**config.mk**
```make
export PLATFORM = sky130hd
export DESIGN_NAME = mm_seq_ctrl_flat
export DESIGN_NICKNAME = d
export VERILOG_FILES = /design/src/rtl/mm_seq_ctrl_pkg.sv /design/src/rtl/mm_seq_ctrl_if.sv /design/src/rtl/mm_seq_ctrl_credit_cnt.sv /design/src/rtl/mm_seq_ctrl.sv /design/src/flat_wrapper.sv
export SDC_FILE = /design/constraint.sdc
export NUM_CORES = 1
export LEC_CHECK = 0
export ABC_AREA = 1
export BUFFER_PORTS_ARGS = -buffer_cell sky130_fd_sc_hd__buf_2
export CORE_MARGIN = 1.5
export CORE_UTILIZATION = 53
export DETAILED_ROUTE_END_ITERATION = 6
export PLACE_DENSITY = 0.95
export SLEW_MARGIN = 10
export SYNTH_ARGS = -nofsm -noshare
export SYNTH_HDL_FRONTEND = slang
export SYNTH_SLANG_ARGS = --single-unit
```
**constraint.sdc**
```tcl
create_clock -name mm_clk -period 3.15 [get_ports mm_clk]
set_clock_uncertainty 0.05 [all_clocks]
set_input_delay 0.315 -clock mm_clk [delete_from_list [all_inputs] [get_ports mm_clk]]
set_output_delay 0.315 -clock mm_clk [all_outputs]
set_load 0.02 [all_outputs]
```
**src/rtl/mm_seq_ctrl_pkg.sv**
```systemverilog
// mm_pkg: shared types and sizing helpers for the matrix-multiply phase
// sequencer (mm_seq_ctrl) and its stream/BRAM/systolic interface.
//
// Contents
//   mm_state_t   sequencer state encoding, also exported on state_o
//   *_DEF        default engine configuration (M, N, CRED, TIMEOUT)
//   ld_beats()   number of input beats per job (A then B)
//   dr_beats()   number of result beats per job
//   cnt_w()      bits needed to index 0..n-1 (never less than 1)
package mm_pkg;

  typedef enum logic [2:0] {
    IDLE    = 3'd0,
    LOAD    = 3'd1,
    COMPUTE = 3'd2,
    DRAIN   = 3'd3,
    ERR     = 3'd4
  } mm_state_t;

  localparam int unsigned M_DEF       = 15;
  localparam int unsigned N_DEF       = 3;
  localparam int unsigned CRED_DEF    = 4;
  localparam int unsigned TIMEOUT_DEF = 4096;

  function automatic int unsigned ld_beats(input int unsigned m);
    return 2 * m * m;
  endfunction

  function automatic int unsigned dr_beats(input int unsigned m);
    return m * m;
  endfunction

  function automatic int unsigned cnt_w(input int unsigned n);
    return (n < 2) ? 1 : $clog2(n);
  endfunction

  localparam int unsigned LD_BEATS = ld_beats(M_DEF);
  localparam int unsigned DR_BEATS = dr_beats(M_DEF);
  localparam int unsigned LD_AW    = cnt_w(LD_BEATS);
  localparam int unsigned DR_AW    = cnt_w(DR_BEATS);

endpackage

```
**src/rtl/mm_seq_ctrl_if.sv**
```systemverilog
// mm_seq_if: handshake bundle between the phase sequencer and the
// datapath (input DMA stream, load BRAM writer, systolic array, drain
// reader and output skid buffer).
//
// Signals
//   s_tvalid/s_tlast   input stream beat qualifiers (datapath -> ctrl)
//   s_tready           input stream ready, LOAD only (ctrl -> datapath)
//   ld_en/ld_addr      load write strobe and linear index (<M*M is A)
//   sa_rst/sa_start    systolic reset (low only in COMPUTE) and start pulse
//   sa_done            last result word written (datapath -> ctrl)
//   dr_en/dr_addr      drain read issue and address
//   dr_last            marks the final drain read, carried to tlast
//   m_hs               output tvalid&tready observed (datapath -> ctrl)
//
// Modports: master = sequencer side, slave = datapath side.
interface mm_seq_if
  import mm_pkg::*;
#(
  parameter int unsigned M = M_DEF
) ();

  localparam int unsigned IF_LD_AW = cnt_w(ld_beats(M));
  localparam int unsigned IF_DR_AW = cnt_w(dr_beats(M));

  logic                s_tvalid;
  logic                s_tlast;
  logic                s_tready;
  logic                ld_en;
  logic [IF_LD_AW-1:0] ld_addr;
  logic                sa_rst;
  logic                sa_start;
  logic                sa_done;
  logic                dr_en;
  logic [IF_DR_AW-1:0] dr_addr;
  logic                dr_last;
  logic                m_hs;

  modport master (
    input  s_tvalid, s_tlast, sa_done, m_hs,
    output s_tready, ld_en, ld_addr, sa_rst, sa_start, dr_en, dr_addr, dr_last
  );

  modport slave (
    output s_tvalid, s_tlast, sa_done, m_hs,
    input  s_tready, ld_en, ld_addr, sa_rst, sa_start, dr_en, dr_addr, dr_last
  );

endinterface

```
**src/rtl/mm_seq_ctrl_credit_cnt.sv**
```systemverilog
// mm_credit_cnt: drain credit counter. Starts at CRED (free slots in the
// output skid buffer), decrements on each drain read issue, increments on
// each observed output handshake; simultaneous inc/dec leaves it unchanged.
//
// Ports
//   i_clk    clock
//   i_rst_n  synchronous active-low reset (reloads CRED)
//   i_clr    synchronous reload to CRED
//   i_inc    one slot freed
//   i_dec    one slot consumed
//   o_cnt    current credit
module mm_credit_cnt #(
  parameter int unsigned CRED = 4,
  parameter int unsigned W    = 3
) (
  input  logic         i_clk,
  input  logic         i_rst_n,
  input  logic         i_clr,
  input  logic         i_inc,
  input  logic         i_dec,
  output logic [W-1:0] o_cnt
);

  localparam logic [W-1:0] FULL = W'(CRED);

  logic [W-1:0] r_cnt;

  always_ff @(posedge i_clk) begin
    if (!i_rst_n || i_clr) begin
      r_cnt <= FULL;
    end else if (i_inc && !i_dec) begin
      r_cnt <= r_cnt + W'(1);
    end else if (i_dec && !i_inc) begin
      r_cnt <= r_cnt - W'(1);
    end
  end

  // The sequencer gates both strobes; these catch a broken caller.
  always_ff @(posedge i_clk) begin
    if (i_rst_n && !i_clr) begin
      assert (!(i_dec && !i_inc && (r_cnt == '0)));
      assert (!(i_inc && !i_dec && (r_cnt == FULL)));
    end
  end

  assign o_cnt = r_cnt;

endmodule

```
**src/rtl/mm_seq_ctrl.sv**
```systemverilog
// mm_seq_ctrl: phase sequencer for the MxM matrix-multiply engine.
// IDLE -> LOAD (2*M*M beats, A then B) -> COMPUTE -> DRAIN (M*M reads) -> IDLE,
// with ERR on protocol/watchdog faults. Drain reads are credit-limited so
// the output skid buffer (CRED deep) can never overflow.
//
// Ports
//   mm_clk, mm_rst_n   clock, synchronous active-low reset
//   bus                mm_seq_if.master: stream, load, systolic, drain handshakes
//   err_clr            clears sticky flags; leaves ERR for IDLE
//   cfg_n              systolic width N (informational)
//   state_o            current state (mm_state_t encoding)
//   done_p             1-cycle pulse on the last accepted result beat
//   err_early_last     sticky: s_tlast before the final load beat
//   err_no_last        sticky: final load beat without s_tlast
//   err_timeout        sticky: COMPUTE watchdog expired
//   perf_cmp_cyc       COMPUTE cycles of the current job
//   perf_dr_stall      DRAIN cycles stalled on zero credit
//
// Build option: define MM_PERF_CNT_EN to implement the two performance
// counters; otherwise they read 0 and no counter flops exist.
module mm_seq_ctrl
  import mm_pkg::*;
#(
  parameter int unsigned M       = M_DEF,
  parameter int unsigned N       = N_DEF,
  parameter int unsigned CRED    = CRED_DEF,
  parameter int unsigned TIMEOUT = TIMEOUT_DEF
) (
  input  logic        mm_clk,
  input  logic        mm_rst_n,
  mm_seq_if.master    bus,
  input  logic        err_clr,
  output logic [7:0]  cfg_n,
  output logic [2:0]  state_o,
  output logic        done_p,
  output logic        err_early_last,
  output logic        err_no_last,
  output logic        err_timeout,
  output logic [31:0] perf_cmp_cyc,
  output logic [31:0] perf_dr_stall
);

  localparam int unsigned LD_N  = ld_beats(M);
  localparam int unsigned DR_N  = dr_beats(M);
  localparam int unsigned LA_W  = cnt_w(LD_N);
  localparam int unsigned DA_W  = cnt_w(DR_N);
  localparam int unsigned CNT_W = cnt_w(DR_N + 1);
  localparam int unsigned WD_W  = cnt_w(TIMEOUT);
  localparam int unsigned CR_W  = cnt_w(CRED + 1);

  localparam logic [LA_W-1:0]  LD_LAST   = LA_W'(LD_N - 1);
  localparam logic [CNT_W-1:0] ISS_END   = CNT_W'(DR_N);
  localparam logic [CNT_W-1:0] ACC_LAST  = CNT_W'(DR_N - 1);
  localparam logic [DA_W-1:0]  DR_LAST_A = DA_W'(DR_N - 1);
  localparam logic [CR_W-1:0]  CRED_FULL = CR_W'(CRED);
  localparam bit               WD_EN     = (TIMEOUT != 0);
  localparam logic [WD_W-1:0]  WD_LAST   = WD_W'((TIMEOUT == 0) ? 0 : TIMEOUT - 1);

  mm_state_t        r_state, w_next;
  logic [LA_W-1:0]  r_ld_cnt;
  logic [WD_W-1:0]  r_wd;
  logic [CNT_W-1:0] r_issued, r_accepted;
  logic             r_sa_start;
  logic             r_err_early, r_err_nolast, r_err_to;

  logic [CR_W-1:0]  w_credit;
  logic             w_ld_en, w_dr_en, w_hs_ok, w_done, w_wd_exp;
  logic             w_set_early, w_set_nolast, w_set_to;

  // Credit is held at CRED outside DRAIN so every drain starts full.
  mm_credit_cnt #(
    .CRED (CRED),
    .W    (CR_W)
  ) u_credit (
    .i_clk   (mm_clk),
    .i_rst_n (mm_rst_n),
    .i_clr   (r_state != DRAIN),
    .i_inc   (w_hs_ok),
    .i_dec   (w_dr_en),
    .o_cnt   (w_credit)
  );

  always_ff @(posedge mm_clk) begin
    if (!mm_rst_n) begin
      r_state <= IDLE;
    end else begin
      r_state <= w_next;
    end
  end

  always_comb begin
    w_next       = r_state;
    w_set_early  = 1'b0;
    w_set_nolast = 1'b0;
    w_set_to     = 1'b0;
    w_ld_en      = (r_state == LOAD) && bus.s_tvalid;
    w_dr_en      = (r_state == DRAIN) && (w_credit != '0) && (r_issued < ISS_END);
    // A handshake with no word outstanding cannot be real; drop it.
    w_hs_ok      = (r_state == DRAIN) && bus.m_hs && (w_credit != CRED_FULL);
    w_done       = w_hs_ok && (r_accepted == ACC_LAST);
    w_wd_exp     = WD_EN && (r_wd == WD_LAST);

    bus.s_tready = (r_state == LOAD);
    bus.ld_en    = w_ld_en;
    bus.ld_addr  = r_ld_cnt;
    bus.sa_rst   = (r_state != COMPUTE);
    bus.sa_start = r_sa_start;
    bus.dr_en    = w_dr_en;
    bus.dr_addr  = r_issued[DA_W-1:0];
    bus.dr_last  = w_dr_en && (r_issued[DA_W-1:0] == DR_LAST_A);
    done_p       = w_done;

    case (r_state)
      IDLE: w_next = LOAD;
      LOAD: begin
        if (w_ld_en) begin
          if (r_ld_cnt == LD_LAST) begin
            // A missing tlast is flagged but the job still runs.
            w_next       = COMPUTE;
            w_set_nolast = !bus.s_tlast;
          end else if (bus.s_tlast) begin
            w_next      = ERR;
            w_set_early = 1'b1;
          end
        end
      end
      COMPUTE: begin
        // sa_done takes priority over a watchdog expiring in the same cycle.
        if (bus.sa_done) begin
          w_next = DRAIN;
        end else if (w_wd_exp) begin
          w_next   = ERR;
          w_set_to = 1'b1;
        end
      end
      DRAIN: begin
        if (w_done) begin
          w_next = IDLE;
        end
      end
      ERR: begin
        if (err_clr) begin
          w_next = IDLE;
        end
      end
      default: w_next = IDLE;
    endcase
  end

  // Each phase counter runs only in its own state and is zero elsewhere,
  // so leaving a phase by any path (done, error, clear) restarts it.
  always_ff @(posedge mm_clk) begin
    if (!mm_rst_n) begin
      r_ld_cnt   <= '0;
      r_wd       <= '0;
      r_issued   <= '0;
      r_accepted <= '0;
      r_sa_start <= 1'b0;
    end else begin
      r_ld_cnt   <= (r_state == LOAD) ? (r_ld_cnt + LA_W'(w_ld_en)) : '0;
      r_wd       <= (r_state == COMPUTE) ? (r_wd + WD_W'(1)) : '0;
      r_issued   <= (r_state == DRAIN) ? (r_issued + CNT_W'(w_dr_en)) : '0;
      r_accepted <= (r_state == DRAIN) ? (r_accepted + CNT_W'(w_hs_ok)) : '0;
      r_sa_start <= (r_state == LOAD) && (w_next == COMPUTE);
    end
  end

  // A fault in the same cycle as err_clr stays visible.
  always_ff @(posedge mm_clk) begin
    if (!mm_rst_n) begin
      r_err_early  <= 1'b0;
      r_err_nolast <= 1'b0;
      r_err_to     <= 1'b0;
    end else begin
      r_err_early  <= w_set_early  | (r_err_early  & ~err_clr);
      r_err_nolast <= w_set_nolast | (r_err_nolast & ~err_clr);
      r_err_to     <= w_set_to     | (r_err_to     & ~err_clr);
    end
  end

  always_ff @(posedge mm_clk) begin
    if (mm_rst_n && (r_state == DRAIN) && bus.m_hs) begin
      assert (w_credit != CRED_FULL);
    end
  end

`ifdef MM_PERF_CNT_EN
  logic [31:0] r_perf_cmp, r_perf_stall;

  // IDLE always moves to LOAD, so clearing in IDLE clears on LOAD entry.
  always_ff @(posedge mm_clk) begin
    if (!mm_rst_n || (r_state == IDLE)) begin
      r_perf_cmp   <= '0;
      r_perf_stall <= '0;
    end else begin
      if ((r_state == COMPUTE) && (r_perf_cmp != '1)) begin
        r_perf_cmp <= r_perf_cmp + 32'd1;
      end
      if ((r_state == DRAIN) && (w_credit == '0) && (r_issued < ISS_END) &&
          (r_perf_stall != '1)) begin
        r_perf_stall <= r_perf_stall + 32'd1;
      end
    end
  end

  assign perf_cmp_cyc  = r_perf_cmp;
  assign perf_dr_stall = r_perf_stall;
`else
  assign perf_cmp_cyc  = '0;
  assign perf_dr_stall = '0;
`endif

  assign cfg_n          = 8'(N);
  assign state_o        = r_state;
  assign err_early_last = r_err_early;
  assign err_no_last    = r_err_nolast;
  assign err_timeout    = r_err_to;

endmodule

```
**src/flat_wrapper.sv**
```systemverilog
// flat-port wrapper written by rule: the top's interface ports become plain ports
module mm_seq_ctrl_flat import mm_pkg::*;
#(
  parameter int unsigned M       = M_DEF,
  parameter int unsigned N       = N_DEF,
  parameter int unsigned CRED    = CRED_DEF,
  parameter int unsigned TIMEOUT = TIMEOUT_DEF
)
  (mm_clk, mm_rst_n, err_clr, cfg_n, state_o, done_p, err_early_last, err_no_last, err_timeout, perf_cmp_cyc, perf_dr_stall, bus_s_tvalid, bus_s_tlast, bus_sa_done, bus_m_hs, bus_s_tready, bus_ld_en, bus_ld_addr, bus_sa_rst, bus_sa_start, bus_dr_en, bus_dr_addr, bus_dr_last);
  mm_seq_if #(.M(M)) bus_i ();
  input  logic mm_clk;
  input  logic mm_rst_n;
  input  logic err_clr;
  output logic [7:0] cfg_n;
  output logic [2:0] state_o;
  output logic done_p;
  output logic err_early_last;
  output logic err_no_last;
  output logic err_timeout;
  output logic [31:0] perf_cmp_cyc;
  output logic [31:0] perf_dr_stall;
  input wire logic [$bits(bus_i.s_tvalid)-1:0] bus_s_tvalid;
  input wire logic [$bits(bus_i.s_tlast)-1:0] bus_s_tlast;
  input wire logic [$bits(bus_i.sa_done)-1:0] bus_sa_done;
  input wire logic [$bits(bus_i.m_hs)-1:0] bus_m_hs;
  output wire logic [$bits(bus_i.s_tready)-1:0] bus_s_tready;
  output wire logic [$bits(bus_i.ld_en)-1:0] bus_ld_en;
  output wire logic [$bits(bus_i.ld_addr)-1:0] bus_ld_addr;
  output wire logic [$bits(bus_i.sa_rst)-1:0] bus_sa_rst;
  output wire logic [$bits(bus_i.sa_start)-1:0] bus_sa_start;
  output wire logic [$bits(bus_i.dr_en)-1:0] bus_dr_en;
  output wire logic [$bits(bus_i.dr_addr)-1:0] bus_dr_addr;
  output wire logic [$bits(bus_i.dr_last)-1:0] bus_dr_last;
  assign bus_i.s_tvalid = bus_s_tvalid;
  assign bus_i.s_tlast = bus_s_tlast;
  assign bus_i.sa_done = bus_sa_done;
  assign bus_i.m_hs = bus_m_hs;
  assign bus_s_tready = bus_i.s_tready;
  assign bus_ld_en = bus_i.ld_en;
  assign bus_ld_addr = bus_i.ld_addr;
  assign bus_sa_rst = bus_i.sa_rst;
  assign bus_sa_start = bus_i.sa_start;
  assign bus_dr_en = bus_i.dr_en;
  assign bus_dr_addr = bus_i.dr_addr;
  assign bus_dr_last = bus_i.dr_last;
  mm_seq_ctrl #(.M(M), .N(N), .CRED(CRED), .TIMEOUT(TIMEOUT)) u_core (.mm_clk(mm_clk), .mm_rst_n(mm_rst_n), .bus(bus_i), .err_clr(err_clr), .cfg_n(cfg_n), .state_o(state_o), .done_p(done_p), .err_early_last(err_early_last), .err_no_last(err_no_last), .err_timeout(err_timeout), .perf_cmp_cyc(perf_cmp_cyc), .perf_dr_stall(perf_dr_stall));
endmodule
```
### Word level (Yosys, flattened, before mapping)

Index checks and enable logic that the tools add are counted.
W data, S select, Z words.

| storage, ports and cells | value |
|---|---|
| bits in registers | 47 |
| input port bits | 7 |
| output and inout bits | 102 |

| cells by class | value |
|---|---|
| $add $sub $neg | 6 |
| $lt $le $gt $ge | 1 |
| equal/unequal tests | 12 |
| multiplexer cells | 20 |
| bitwise operators | 7 |
| reduce and logical (&&, ||, !) cells | 21 |

Operator list:

| cell | number |
|---|---|
| $mux W3 | 9 |
| $add A8 B1 Y8 | 2 |
| $eq A8 B8 Y1 const B | 2 |
| $pmux W3 S5 | 1 |
| $add A12 B1 Y12 const B | 1 |
| $eq A12 B12 Y1 const B | 1 |
| $logic_and A1 B1 Y1 | 10 |
| $mux W1 | 10 |
| $add A9 B1 Y9 | 1 |
| $eq A3 B2 Y1 const B | 3 |
| $eq A9 B9 Y1 const B | 1 |
| $lt A8 B8 Y1 const B | 1 |
| $ne A3 B2 Y1 const B | 2 |
| $reduce_and A2 Y1 | 3 |
| $logic_not A1 Y1 | 4 |
| $add A3 B1 Y3 const B | 1 |
| $and A1 B1 Y1 | 3 |
| $eq A3 B1 Y1 const B | 1 |
| $eq A3 B3 Y1 const B | 1 |
| $logic_not A3 Y1 | 1 |
| $ne A3 B3 Y1 const B | 1 |
| $or A1 B1 Y1 | 3 |
| $reduce_bool A3 Y1 | 1 |
| $sub A3 B1 Y3 const B | 1 |
| other kinds (3) | 3 |

### Logic depth before layout (Yosys ltp)

Gate-level depths: netlist (run 1).

| depth | value |
|---|---|
| word-level depth | 8 |
| mapped depth | 14 |
| mapped depth without buffers | 14 |

### Modules after synthesis

Synthesis (run 1) repeated with hierarchy kept, for this count alone.

| unflattened totals | value |
|---|---|
| cell total of the unflattened synthesis | 385 |
| area, all modules | 2,831.5 um2 |

Modules (own cells, without submodules):

| module | times used | cells each | area an instance (um2) | seq. area each (um2) |
|---|---|---|---|---|
| mm_seq_ctrl | 1 | 361 | 2,641.3 | 880.8 |
| mm_credit_cnt | 1 | 24 | 190.2 | 60.1 |

### Least setup slack after synthesis (run 1)

No wires, ideal clock.

| timing | value |
|---|---|
| path type | register to register |
| start point | reg u_core.r_state[0] (netlist: u_core.state_o[0]) |
| end point | reg u_core.u_credit.r_cnt[1] (netlist: u_core.u_credit.o_cnt[1]) |
| setup time | 0.114 ns |
| data arrival time | 2.172 ns |
| data required time | 2.986 ns |
| slack | 0.814 ns |
| stages on the path, launching flop included | 11 |
| buffers on the path | 0 |
| clock period less this slack | 2.336 ns |
| path through | dfxtp_1 nand3_2 inv_1 o31ai_1 a21oi_1 inv_1 ha_1 inv_1 fa_1 nand2_1 a21oi_2 |

| on the way | value |
|---|---|
| cells in the longest elaborated chain, start to end | 6 |

Ends and longest elaborated chain:

| item | RTL line | source |
|---|---|---|
| start, declared | mm_seq_ctrl.sv:59 | `mm_state_t r_state, w_next;` |
| start signal, assigned | mm_seq_ctrl.sv:87 | `r_state <= w_next;` |
| $eq A3 B2 Y1 (*) | mm_seq_ctrl.sv:97 | `w_dr_en = (r_state == DRAIN) && (w_credit != '0) && (r_issued < ISS_END);` |
| $logic_and A1 B1 Y1 (*) (2 in a row) | mm_seq_ctrl.sv:97 |  |
| named net bus_dr_en | flat_wrapper.sv:31 | `output wire logic [$bits(bus_i.dr_en)-1:0] bus_dr_en;` |
| $logic_not A1 Y1 | mm_seq_ctrl_credit_cnt.sv:31 | `end else if (i_inc && !i_dec) begin` |
| $logic_and A1 B1 Y1 | mm_seq_ctrl_credit_cnt.sv:31 |  |
| $mux W3 / $reduce_bool A2 Y1 (equally long branches) | - |  |
| end signal, assigned | mm_seq_ctrl_credit_cnt.sv:32 | `r_cnt <= r_cnt + W'(1);` |
| end signal, assigned | mm_seq_ctrl_credit_cnt.sv:34 | `r_cnt <= r_cnt - W'(1);` |
| end, declared | mm_seq_ctrl_credit_cnt.sv:26 | `logic [W-1:0] r_cnt;` |

Mark *: on every way through the listed nets, which the timed path passes. The rest lies on a longest branch.
A chain may end at the register's enable or synchronous reset.

### Worst setup path after layout (run 1)

| timing | value |
|---|---|
| start point | reg u_core.r_state[0] (netlist: u_core.state_o[0]) |
| end point | reg u_core.u_credit.r_cnt[2] (netlist: u_core.u_credit.o_cnt[2]) |

| on the way | value |
|---|---|
| cells in the longest elaborated chain, start to end | 6 |

Ends and longest elaborated chain:

| item | RTL line |
|---|---|
| $eq A3 B2 Y1 | mm_seq_ctrl.sv:97, mm_seq_ctrl.sv:99 |
| $logic_and A1 B1 Y1, on equally long branches (2 in a row) | mm_seq_ctrl.sv:97, mm_seq_ctrl.sv:99 |
| $logic_not A1 Y1, on equally long branches | mm_seq_ctrl_credit_cnt.sv:31, mm_seq_ctrl_credit_cnt.sv:33 |
| $logic_and A1 B1 Y1, on equally long branches | mm_seq_ctrl_credit_cnt.sv:31, mm_seq_ctrl_credit_cnt.sv:33 |
| $mux W3 / $reduce_bool A2 Y1 (equally long branches) | - |

Several ways; a longest one is shown, not always the timed one.

==> run_results.csv, run 1 <==
group,metric,value,unit
synthesis,yosysTopAreaCell,"dfxtp_1",
die,fp-row-count,26,
setup_path,critPathLaunchType,"register",
detailed_routing,postRouteAntennaNets,0,
clocking,worstSkewPairLatency,0.30,ns
synthesis,syn_area,0.00278,sq mm
min_path,hold_class,"in -> reg",
detailed_routing,viasPerCell,4.49,
clocking,cts.sinks,47,
die,fp.dieH,75.4,um
die,die_area,0.00569,sq mm
placed_design,hpwl,3650,um
clocking,clkTransAtPathRegs,0.09,ns
setup_path,path_buf_inv,3,
synthesis,yosysMostFrequentCell,"buf_4",
detailed_routing,drtIter0Drc,108,
clocking,cts_setup_buffers,0,
global_routing,antenna_found_initial,0,
die,chipWidth,75.4,um
clocking,cts_tree,"built",
placed_design,gp_congestion,0.903,
synthesis,syn_area_per_cell,7.43,sq um
sta,period_share,67.6,%
setup_path,cpMaxStageDelayCell,"dfxtp_1",
die,num_io_pins,109,
sta,final.min_clock_period,2.13,ns
synthesis,ys_warn_count,0,
detailed_routing,wl,4740,um
sta,finalSetupViolCount,0,
global_routing,track_usage,17.3,%
setup_path,path_common_cell,"inv_1",
placed_design,place_inst,477,
clocking,numCtsBuffers,5,
die,core_region_area,0.00507,sq mm
job,max_cap_viol_count,0,
detailed_routing,drc,0,
sta,slew_viol_final,0,
sta,fin_tns_setup,0,ns
final_layout,area_delta_synth_final,4.14,%
synthesis,async_flop_share,0,%
synthesis,synth_edf_count,0,
setup_path,criticalPathCategory,"reg -> reg",
setup_path,path_cells,"nand3_2 > inv_1 > o31ai_1 > a21oi_1 > inv_1 > ha_1 > inv_1 > fa_1 > nand2_1 > nand2_1 > nor2_1 > a21oi_1 > o21ai_0",
clocking,root_buffer,"clkbuf_8",
clocking,cts_max_path_buffers,2,
final_layout,layout.nets,430,
clocking,cts-hold-fix-buffers,0,
clocking,cts_resized,0,
sta,rsz0062_at_grt,"no",
synthesis,synthFlopType,"dfxtp_1",
synthesis,seq_area_frac_synth,33.9,%
setup_path,required,3.29,ns
sta,fmax,0.469,GHz
die,start_util,54.8,%
global_routing,first_global_vias,1879,
sta,hold_viol_final,0,
setup_path,worst-path-max-fanout,6,
placed_design,portBuffers,36,
final_layout,final_core_utilization,57.0,%
global_routing,gr-total-overflow,0,
power,vdd_ir_drop_max,271,uV
outcome,outcome,"complete, no violations",
detailed_routing,vias,2176,
synthesis,synth_commonest_cells,"buf_4, nand2_1, dfxtp_1",
final_layout,n_antenna_cell,0,
global_routing,grt_max_degree,16,
synthesis,synth_top_area_share,33.9,%
synthesis,ys_ff_latch,47,
synthesis,synthCells,374,
global_routing,grt_pass1_wl,7650,um
final_layout,finalNonFillerCells,485,
power,p_leak,1.32,nW
synthesis,synth_area_leaders,"dfxtp_1, buf_4, nand2_1",
final_layout,drive_gt1_share,16.6,%
setup_path,critPathTopFamily,"compound AO/OA/AOI/OAI gates",
setup_path,max_stage_delay,0.47,ns
power,power_density,428,mW/mm^2
detailed_routing,wire_per_inst,9.76,um
synthesis,synth.distinct_cells,32,
setup_path,worstPathArrival,2.27,ns
clocking,h-tree-depth,2,
setup_path,end_kind,"register",
detailed_routing,dr.pass1.iters,4,
-- worst paths after layout --
path                     start  slack (ns)  depth (start not counted)                  endpoint
max          u_core.state_o[0]        1.02                         13  u_core.u_credit.o_cnt[2]
min                   mm_rst_n        0.16                          3         u_core.state_o[0]
max reg2reg  u_core.state_o[0]        1.02                         13  u_core.u_credit.o_cnt[2]
min reg2reg     u_core.r_wd[0]        0.41                          1            u_core.r_wd[0]
-- cell type report --
| type | count | area [sq um] |
|---|---|---|
| Clock inverter | 3 | 67.6 |
| Timing Repair Buffer | 36 | 180 |
| Multi-Input combinational cell | 274 | 1360 |
| Fill cell | 453 | 2180 |
| Clock buffer | 5 | 68.8 |
| Sequential cell | 47 | 941 |
| Tap cell | 70 | 87.6 |
| Inverter | 50 | 188 |
-- stage by stage --
stage	instance area (sq um)	power (mW)	hold slack, ns	setup slack (ns)
CTS	2890	1.25	0.157	1.02
global placement	2760	0.730	0.378	1.16
finish	2890	1.24	0.159	1.02
floorplan	3040	0.785	0.363	0.814
global route	2890	1.29	0.184	0.747
detailed placement	2760	0.731	0.391	1.08
-- routing by layer --
layer | vias to the layer above | global-route usage [%] | part of all wire, %
met5 | - | 0 | 0
met4 | 0 | 6.94 | 1.9
met3 | 10 | 4.10 | 7.4
met2 | 87 | 31.6 | 49
met1 | 963 | 19.4 | 42
li1 | 1116 | - | -
-- state kept, by name, summed over array words and instances (netlist names) --
signal,count
u_core.u_credit.o_cnt,3
u_core.bus.ld_addr,9
u_core.err_early_last,1
u_core.bus.sa_start,1
u_core.r_wd,12
u_core.r_accepted,8
u_core.state_o,3
u_core.bus.dr_addr,8
u_core.err_no_last,1
u_core.err_timeout,1
-- logic make-up (layout without fill, tap and decap cells) --
family | Yosys count | in the layout | share of synthesized area [%]
xor gates and xnor gates | 5 | 5 | 1.58
other | 2 | 72 | 0.270
adders and majority gates | 9 | 9 | 4.32
and+or+nand+nor | 144 | 144 | 24.4
buffers and inverters | 123 | 94 | 26.6
DFF | 47 | 47 | 33.9
AOI/OAI and AO/OA | 44 | 44 | 8.92
-- report_power, final --
group	switching (mW)	internal [mW]
Combinational	0.106	0.0140
Sequential	0.00372	0.596
Clock	0.203	0.316
-- layout by cell type, fill, tap and decap left out, types with 2 or more instances in the layout --
master / Yosys / final
inv_1: 44 / 44
nand2_1: 50 / 50
or2_0: 3 / 3
xor2_1: 4 / 4
o21ai_0: 11 / 11
ha_1: 8 / 8
dfxtp_1: 47 / 47
nand3_2: 4 / 4
clkbuf_8: 0 / 5
nor3_1: 8 / 8
nor2_2: 4 / 4
a21oi_1: 23 / 23
nand4_1: 8 / 8
a21oi_2: 3 / 3
nor2_4: 3 / 3
inv_2: 6 / 6
a31oi_1: 2 / 2
nand3_1: 13 / 13
bufinv_16: 0 / 2
conb_1: 2 / 72
nor2_1: 46 / 46
buf_2: 0 / 36
nor3_2: 2 / 2
-- tightest hold or removal path: cells and delay by family --
kind                   cells  cell delay [ns]
buffers and inverters      2             0.13
AND/OR/NAND/NOR            1             0.05
Power figures use the tool's default switching activity.
==> run 2, diff against run 1 <==
--- a/config.mk
+++ b/config.mk
@@ -8,9 +8,9 @@
 export ABC_AREA = 1
 export BUFFER_PORTS_ARGS = -buffer_cell sky130_fd_sc_hd__buf_2
 export CORE_MARGIN = 1.5
-export CORE_UTILIZATION = 53
+export CORE_UTILIZATION = 49
 export DETAILED_ROUTE_END_ITERATION = 6
-export PLACE_DENSITY = 0.95
+export PLACE_DENSITY = 0.89
 export SLEW_MARGIN = 10
 export SYNTH_ARGS = -nofsm -noshare
 export SYNTH_HDL_FRONTEND = slang
==> constraint.sdc (replaced) <==
create_clock -name mm_clk -period 2.1 [get_ports mm_clk]
set_clock_uncertainty 0.05 [all_clocks]
set_input_delay 0.21 -clock mm_clk [delete_from_list [all_inputs] [get_ports mm_clk]]
set_output_delay 0.21 -clock mm_clk [all_outputs]
set_load 0.02 [all_outputs]
==> run_results.csv, run 2 (same netlist as run 1, synthesis figures left out) <==
group,metric,value,unit
die,num_io_pins,109,
sta,final.min_clock_period,1.96,ns
power,power_density,565,mW/mm^2
clocking,cts_max_path_buffers,2,
die,die_area,0.00613,sq mm
final_layout,max_flop_register,"u_core.r_wd",
clocking,h-tree-depth,2,
sta,finalSetupViolCount,0,
detailed_routing,vias,2220,
final_layout,fill_cells,525,
final_layout,largest_reg_flops,12,
detailed_routing,wire_per_inst,9.70,um
min_path,hold_class,"in -> reg",
sta,period_share,93.6,%
clocking,cts-hold-fix-buffers,0,
detailed_routing,viasPerCell,4.53,
final_layout,seq_area,943,sq um
setup_path,worst-path-max-fanout,5,
clocking,cts_tree,"built",
setup_path,criticalPathCategory,"reg -> reg",
power,vdd_ir_drop_max,394,uV
sta,hold_slack,0.0585,ns
setup_path,path_common_cell,"inv_2",
placed_design,hpwl,3760,um
power,p_leak,1.31,nW
setup_path,end_kind,"register",
sta,hold_viol_final,0,
setup_path,cpMaxStageDelayCell,"fa_2",
setup_path,critPathTopFamily,"adder cells",
outcome,outcome,"complete, no violations",
sta,fmax,0.509,GHz
clocking,numCtsBuffers,5,
setup_path,max_stage_delay,0.43,ns
sta,fin_ws,0.135,ns
clocking,cts.sinks,47,
placed_design,dpl_worst_slack,0.104,ns
final_layout,multi_input_area,0.00138,sq mm
setup_path,critPathLaunchType,"register",
final_layout,drive_gt1_share,19.4,%
detailed_routing,drtIter0Drc,100,
die,chipWidth,78.3,um
global_routing,first_global_vias,1870,
die,fp.dieH,78.3,um
global_routing,antenna_found_initial,0,
final_layout,n_antenna_cell,0,
final_layout,layout.nets,433,
placed_design,portBuffers,36,
global_routing,grt_pass1_wl,7630,um
setup_path,path_buf_inv,4,
global_routing,gr-total-overflow,0,
detailed_routing,postRouteAntennaNets,0,
final_layout,area_delta_synth_final,4.19,%
detailed_routing,wl,4750,um
setup_path,path_cells,"inv_2 > nand3_2 > inv_2 > o31ai_1 > a21oi_2 > inv_1 > ha_1 > inv_2 > fa_2 > nand2_1 > a21oi_2",
global_routing,grt_max_degree,17,
setup_path,required,2.23,ns
final_layout,final_cell_mix,"conb_1, nand2_1, nor2_1",
clocking,clkTransAtPathRegs,0.10,ns
clocking,root_buffer,"clkbuf_8",
final_layout,layout_commonest_cell,"conb_1",
detailed_routing,dr.pass1.iters,4,
setup_path,worstPathArrival,2.09,ns
job,max_cap_viol_count,0,
sta,slew_viol_final,0,
detailed_routing,drc,0,
die,core_region_area,0.00547,sq mm
die,fp-row-count,27,
die,start_util,50.8,%
global_routing,track_usage,15.4,%
clocking,worstSkewPairLatency,0.30,ns
placed_design,gp_congestion,0.853,
==> run 2: cell count changes in the layout (fill, tap and decap cells not counted), moves of 2 or more <==
cell       delta
nor3_1        -2
dfxtp_2       +2
bufinv_16     -2
inv_1         -2
dfxtp_1       -2
nor3_2        +2
inv_2         +2
buf_4         +3
==> run 2: worst paths after layout <==
path,to,startpoint,cells after the start,slack [ns]
setup / recovery,u_core.u_credit.o_cnt[1],u_core.state_o[2],11,0.14
hold / removal,u_core.state_o[0],mm_rst_n,3,0.06
setup reg to reg,u_core.u_credit.o_cnt[1],u_core.state_o[2],11,0.14
hold reg to reg,u_core.r_wd[0],u_core.r_wd[0],1,0.40
==> run 2: cell type report <==
cell class | count | area share (%)
Clock buffer | 5 | 2.38
Clock inverter | 3 | 0.778
Inverter | 50 | 6.48
Multi-Input combinational cell | 274 | 47.7
Sequential cell | 47 | 32.6
Tap cell | 72 | 3.11
Timing Repair Buffer | 39 | 7.00
==> run 2: per-layer routing <==
layer  part of all wire [%]  track usage, %  vias to the layer above
li1                       -               -                     1125
met1                     45            17.8                      989
met2                     48            27.0                       97
met3                    6.1            4.65                        9
met4                    1.3            4.82                        0
met5                      0               0                        -
==> run 2: report_power, final <==
| part | internal (mW) | switching, mW | leakage, nW |
|---|---|---|---|
| clock network | 0.239 | 0.315 | 0.0485 |
| registers | 0.895 | 0.00561 | 0.380 |
| logic | 0.0235 | 0.158 | 0.882 |
==> run 2: timing repair <==
action / in CTS / in global routing
setup endpoints to repair: 0 / 6
gates resized for setup: 0 / 6
buffers inserted: 0 / 3
==> run 2: stage by stage <==
step | power [mW] | util (%) | area, sq um | std cells | TNS, ns
6_report | 1.64 | 52.9 | 2900 | 490 | 0
5_1_grt | 1.70 | 52.9 | 2900 | 490 | -0.00287
4_1_cts | 1.65 | 52.2 | 2860 | 487 | 0
3_5_place_dp | 1.10 | 50.5 | 2770 | 479 | 0
3_3_place_gp | 1.10 | 50.5 | 2770 | 479 | 0
2_1_floorplan | 1.18 | - | 3050 | 444 | 0
==> run 2: worst register-to-register path: stages (launching register included) <==
cell     delay (ns)
dfxtp_1        0.34
inv_2          0.11
nand3_2        0.11
inv_2          0.08
o31ai_1        0.09
a21oi_2        0.17
inv_1          0.06
ha_1           0.20
inv_2          0.08
fa_2           0.43
nand2_1        0.09
a21oi_2        0.05
